<file path="config.mk">
export PLATFORM = sky130hd
export DESIGN_NAME = axi_read_arbiter
export DESIGN_NICKNAME = d
export VERILOG_FILES = /design/src/rtl/axi_read_arbiter.sv
export SDC_FILE = /design/constraint.sdc
export NUM_CORES = 1
export LEC_CHECK = 0
export CAP_MARGIN = 20
export CORE_AREA = 2 2 149 151
export CTS_CLUSTER_DIAMETER = 200
export DETAILED_ROUTE_END_ITERATION = 6
export DIE_AREA = 0 0 151 153
export PLACE_DENSITY = 0.62
export SYNTH_ARGS = -nofsm -noshare
export SYNTH_HDL_FRONTEND = slang
export SYNTH_SLANG_ARGS = --single-unit
</file>
<file path="constraint.sdc">
create_clock -name clk -period 1.5 [get_ports clk]
set_input_delay 0.3 -clock clk [delete_from_list [all_inputs] [get_ports clk]]
set_output_delay 0.3 -clock clk [all_outputs]
set_load 0.005 [all_outputs]
</file>
<file path="src/rtl/axi_read_arbiter.sv">
// axi_read_arbiter
// Shares one AXI read channel between instruction fetch (grant 0) and the
// load unit (grant 1). One 8-beat 64-bit WRAP burst is in flight at a time.
// Round-robin priority flips to the other requester after each completed burst.
module axi_read_arbiter #(
  parameter int ID_WIDTH   = 13,
  parameter int ADDR_WIDTH = 64,
  parameter int DATA_WIDTH = 64
) (
  input  logic                  clk,
  input  logic                  reset,

  input  logic                  if_req_valid,
  input  logic [ADDR_WIDTH-1:0] if_req_addr,
  output logic                  if_req_ready,
  output logic                  if_resp_valid,

  input  logic                  ld_req_valid,
  input  logic [ADDR_WIDTH-1:0] ld_req_addr,
  output logic                  ld_req_ready,
  output logic                  ld_resp_valid,

  output logic [DATA_WIDTH-1:0] resp_data,
  output logic [2:0]            resp_beat,
  output logic                  resp_last,
  output logic                  resp_err,
  output logic                  busy,

  output logic [ID_WIDTH-1:0]   m_axi_arid,
  output logic [ADDR_WIDTH-1:0] m_axi_araddr,
  output logic [7:0]            m_axi_arlen,
  output logic [2:0]            m_axi_arsize,
  output logic [1:0]            m_axi_arburst,
  output logic                  m_axi_arlock,
  output logic [3:0]            m_axi_arcache,
  output logic [2:0]            m_axi_arprot,
  output logic                  m_axi_arvalid,
  input  logic                  m_axi_arready,

  input  logic [ID_WIDTH-1:0]   m_axi_rid,
  input  logic [DATA_WIDTH-1:0] m_axi_rdata,
  input  logic [1:0]            m_axi_rresp,
  input  logic                  m_axi_rlast,
  input  logic                  m_axi_rvalid,
  output logic                  m_axi_rready
);

  typedef enum logic [1:0] {IDLE, ADDR, DATA} state_t;

  state_t                state, state_next;
  logic                  grant_q;
  logic                  prio_q;
  logic [ADDR_WIDTH-1:0] addr_q;
  logic [2:0]            beat_q;

  logic                  any_req;
  logic                  pick_ld;
  logic                  ar_fire;
  logic                  r_fire;
  logic                  r_done;

  // The ID and the low response bit carry no information for this block.
  logic                  unused_bits;
  assign unused_bits = ^{m_axi_rid, m_axi_rresp[0]};

  assign any_req = if_req_valid | ld_req_valid;
  // Load wins when it is alone, or when both ask and load holds priority.
  assign pick_ld = ld_req_valid & (~if_req_valid | prio_q);
  assign ar_fire = (state == ADDR) & m_axi_arready;
  assign r_fire  = (state == DATA) & m_axi_rvalid;
  assign r_done  = r_fire & m_axi_rlast;

  // Fixed burst shape: 8 beats of 8 bytes, wrapping on the cache line.
  assign m_axi_arlen   = 8'd7;
  assign m_axi_arsize  = 3'd3;
  assign m_axi_arburst = 2'd2;
  assign m_axi_arlock  = 1'b0;
  assign m_axi_arcache = 4'd0;
  assign m_axi_arprot  = 3'h6;
  assign m_axi_arid    = {{(ID_WIDTH-1){1'b0}}, grant_q};
  assign m_axi_araddr  = addr_q;

  // State register.
  always_ff @(posedge clk) begin
    if (reset) state <= IDLE;
    else       state <= state_next;
  end

  // Next-state logic: grant in IDLE, address handshake, then beats until rlast.
  always_comb begin
    state_next = state;
    case (state)
      IDLE:    if (any_req) state_next = ADDR;
      ADDR:    if (m_axi_arready) state_next = DATA;
      DATA:    if (r_done) state_next = IDLE;
      default: state_next = IDLE;
    endcase
  end

  // Grant, line address, round-robin priority and beat counter.
  always_ff @(posedge clk) begin
    if (reset) begin
      grant_q <= 1'b0;
      prio_q  <= 1'b0;
      addr_q  <= '0;
      beat_q  <= 3'd0;
    end else begin
      if (state == IDLE && any_req) begin
        grant_q <= pick_ld;
        addr_q  <= pick_ld ? {ld_req_addr[ADDR_WIDTH-1:3], 3'b000}
                           : {if_req_addr[ADDR_WIDTH-1:3], 3'b000};
      end
      if (r_done) begin
        prio_q <= ~grant_q;
        beat_q <= 3'd0;
      end else if (r_fire) begin
        beat_q <= beat_q + 3'd1;
      end
    end
  end

  // Handshake and response steering toward the granted requester only.
  always_comb begin
    m_axi_arvalid = (state == ADDR);
    m_axi_rready  = (state == DATA);
    busy          = (state != IDLE);
    if_req_ready  = ar_fire & ~grant_q;
    ld_req_ready  = ar_fire &  grant_q;
    if_resp_valid = r_fire  & ~grant_q;
    ld_resp_valid = r_fire  &  grant_q;
    resp_data     = m_axi_rdata;
    resp_beat     = beat_q;
    resp_last     = m_axi_rlast;
    resp_err      = m_axi_rresp[1];
  end

endmodule

</file>
==> flow_summary_export.csv <==
group,metric,value,unit
run_status,status,"finished clean",
timing,rsz0062_at_grt,"true",
placement,gp_congestion,0.7173,
synth,yosysSeqAreaShare,33.12,%
worst_setup_path,cp-start-kind,"flop",
floorplanning,rows,54,
pwr,leakagePower,0.002725,uW
floorplanning,pin_count,388,
timing,fin_crit,1.496,ns
cts,cts_buffers,9,
worst_setup_path,worst-setup-path-type,"reg2out",
worst_setup_path,worstPathMaxFanout,3,
final_layout,antenna_cells,0,
synth,synth_edf_count,0,
synth,syn_area,4110,um2
min_path,min_to,"state[1]",
synth,synth_top_cell_by_area,"dfxtp_1",
worst_setup_path,crit_arrival,1.20,ns
cts,clk_latency,0.34,ns
detailed_routing,routedWlPerCell,16.92,um
placement,port_buffers,201,
floorplanning,chipWidth,151,um
worst_setup_path,slowest_delay,0.33,ns
timing,skew,0.004069,ns
detailed_routing,ant_nets,0,
cts,htree_levels,3,
synth,synth_area_leaders,"dfxtp_1, buf_4, a311oi_1, a21oi_1, nand3_1",
placement,placed_cells,898,
detailed_routing,drt_wl_total,15530,um
floorplanning,coreArea,21490,um2
synth,synth_cell_types,30,
grt,grt_pass1_vias,3988,
cts,cts.sinks,68,
placement,dp_slack,-0.3690,ns
detailed_routing,vias,4272,
cts,clk_pin_slew,0.06,ns
worst_setup_path,r2r_start,"state[1]",
grt,gr-usage-all-layers,12.75,%
final_layout,instances_no_fill,918,
timing,post-route-period-util,99.76,%
detailed_routing,dr.pass1.iters,4,
final_layout,final_common_cell,"clkdlybuf4s50_1",
final_layout,fin_nets,848,
synth,synth_seq_cells,68,
floorplanning,dieHeight,153,um
grt,grt_max_degree,69,
synth,synthCells,509,
detailed_routing,drt-initial-drc-count,170,
grt,antenna_found_initial,0,
worst_setup_path,reg2reg_depth,6,
grt,grt_overflow,0,
final_layout,mostFrequentLayoutCells,"clkdlybuf4s50_1, a21oi_1, nand3_1, a311oi_1, dfxtp_1",
timing,fin_ws,0.003581,ns
min_path,hold_path_depth,5,
cts,clk_path_buf_depth,2,
worst_setup_path,crit_start,"state[1]",
synth,synth_flop_cell,"dfxtp_1",
detailed_routing,drc,0,
floorplanning,die-area,23100,um2
pwr,power_density,933.1,nW/um2
final_layout,area_delta_synth_final,51.78,%
worst_setup_path,slowest_stage,"dfxtp_2",
timing,drv_slew,0,
worst_setup_path,reg2reg_slack,0.08,ns
worst_setup_path,cp_cell_sequence,"buf_6, and3b_1, and2_1, buf_2",
min_path,worstHoldPathType,"in2reg",
timing,hold_violations,0,
worst_setup_path,crit_required,1.20,ns
cts,ctsRootBufferMaster,"clkbuf_16",
synth,yosysWarnings,0,
min_path,min-delay-start,"m_axi_rvalid",
grt,grt_pass1_wl,22740,um
synth,synthArstFlopShare,0,%
floorplanning,initial_core_util,19.13,%
timing,finalSetupViolCount,0,
worst_setup_path,r2r-end,"resp_beat[2]",
run,maxCapViolCount,0,
synth,synth_top_area_share,33.12,%
timing,fmax,668.3,MHz
cts,tritoncts,"built",
final_layout,drive_above_1_share,12.23,%
worst_setup_path,end_kind,"output pin",
synth,syn_area_per_cell,8.075,um2
placement,dp_hpwl,10800,um
pwr,ir_drop,0.4407,mV
detailed_routing,viasPerCell,4.654,
==> layer usage <==
layer | wire [um] | track usage (%) | share of wire, %
met2 | 7293 | 20.87 | 47
met5 | 0 | 0 | 0
met1 | 6261 | 15.02 | 40
met3 | 1506 | 4.925 | 9.7
met4 | 469 | 4.762 | 3.0
==> cell families after synthesis <==
kind of cell | count (synthesis) | synth area share, %
AOI/OAI and AO/OA | 193 | 29.16
adders and majority gates | 1 | 0.3044
and+or+nand+nor | 87 | 11.48
other | 2 | 0.1827
DFF | 68 | 33.12
buffers and inverters | 158 | 25.75
==> area by class of cell <==
type | instances | area (um2)
Clock buffer | 10 | 239.0
Sequential cell | 68 | 1375
Clock inverter | 6 | 38.79
Timing Repair Buffer | 235 | 2391
Inverter | 2 | 7.507
Tap cell | 280 | 350.3
Multi-Input combinational cell | 317 | 1837
Fill cell | 2304 | 15250
==> worst max-delay path by stage <==
stage	endpoint	slack, ns	cells past startpoint
after floorplan	m_axi_araddr[37]	0.26	6
after CTS	ld_resp_valid	-0.03	4
after detailed placement	ld_resp_valid	-0.37	4
after global placement	ld_resp_valid	-0.36	4
final	ld_resp_valid	0.004	4
after global routing	ld_resp_valid	-0.06	4
==> sequential cells by signal (all words and copies together) (netlist names) <==
name	cells
m_axi_araddr	61
resp_beat	3
state	2
grant_q	1
prio_q	1
==> cells in the mapped netlist, drive strengths merged, types with 2 or more instances <==
cell	n
o21ai	63
a21oi	68
nor2	6
clkbuf	24
dfxtp	68
inv	2
nand3	62
nand2b	2
nand2	6
a311oi	62
and2b	2
nand3b	2
buf	132
conb	2
==> worst max-delay path: cells and delay by family (launching register included) <==
| family | cells | cell delay [ns] |
|---|---|---|
| DFF | 1 | 0.33 |
| and+or+nand+nor | 2 | 0.30 |
| buffers and inverters | 2 | 0.24 |
==> where the power goes <==
group          switching (uW)  internal, uW
clock network             885          1160
registers                 105          2020
logic                     756           891
total                    1750          4070
==> repair_timing <==
action,in CTS,in global routing
pin swaps,5,3
endpoints found under the setup margin,49,50
gates resized for setup,75,35
setup buffers,3,1
hold buffers,0,0
==> metrics by stage <==
stage | setup TNS (ns) | hold WS, ns | utilization, % | power (uW) | cell area, um2
finish | 0 | 0.4267 | 29.04 | 5821 | 6238
global route | -0.2062 | 0.4349 | 29.04 | 6171 | 6238
CTS | -0.05098 | 0.4581 | 28.63 | 5958 | 6151
detailed placement | -13.89 | 0.4859 | 27.50 | 3926 | 5909
global placement | -12.25 | 0.4691 | 27.50 | 3911 | 5909
floorplan | 0 | 0.4161 | - | 3061 | 4238
Power figures use the tool's default switching activity.
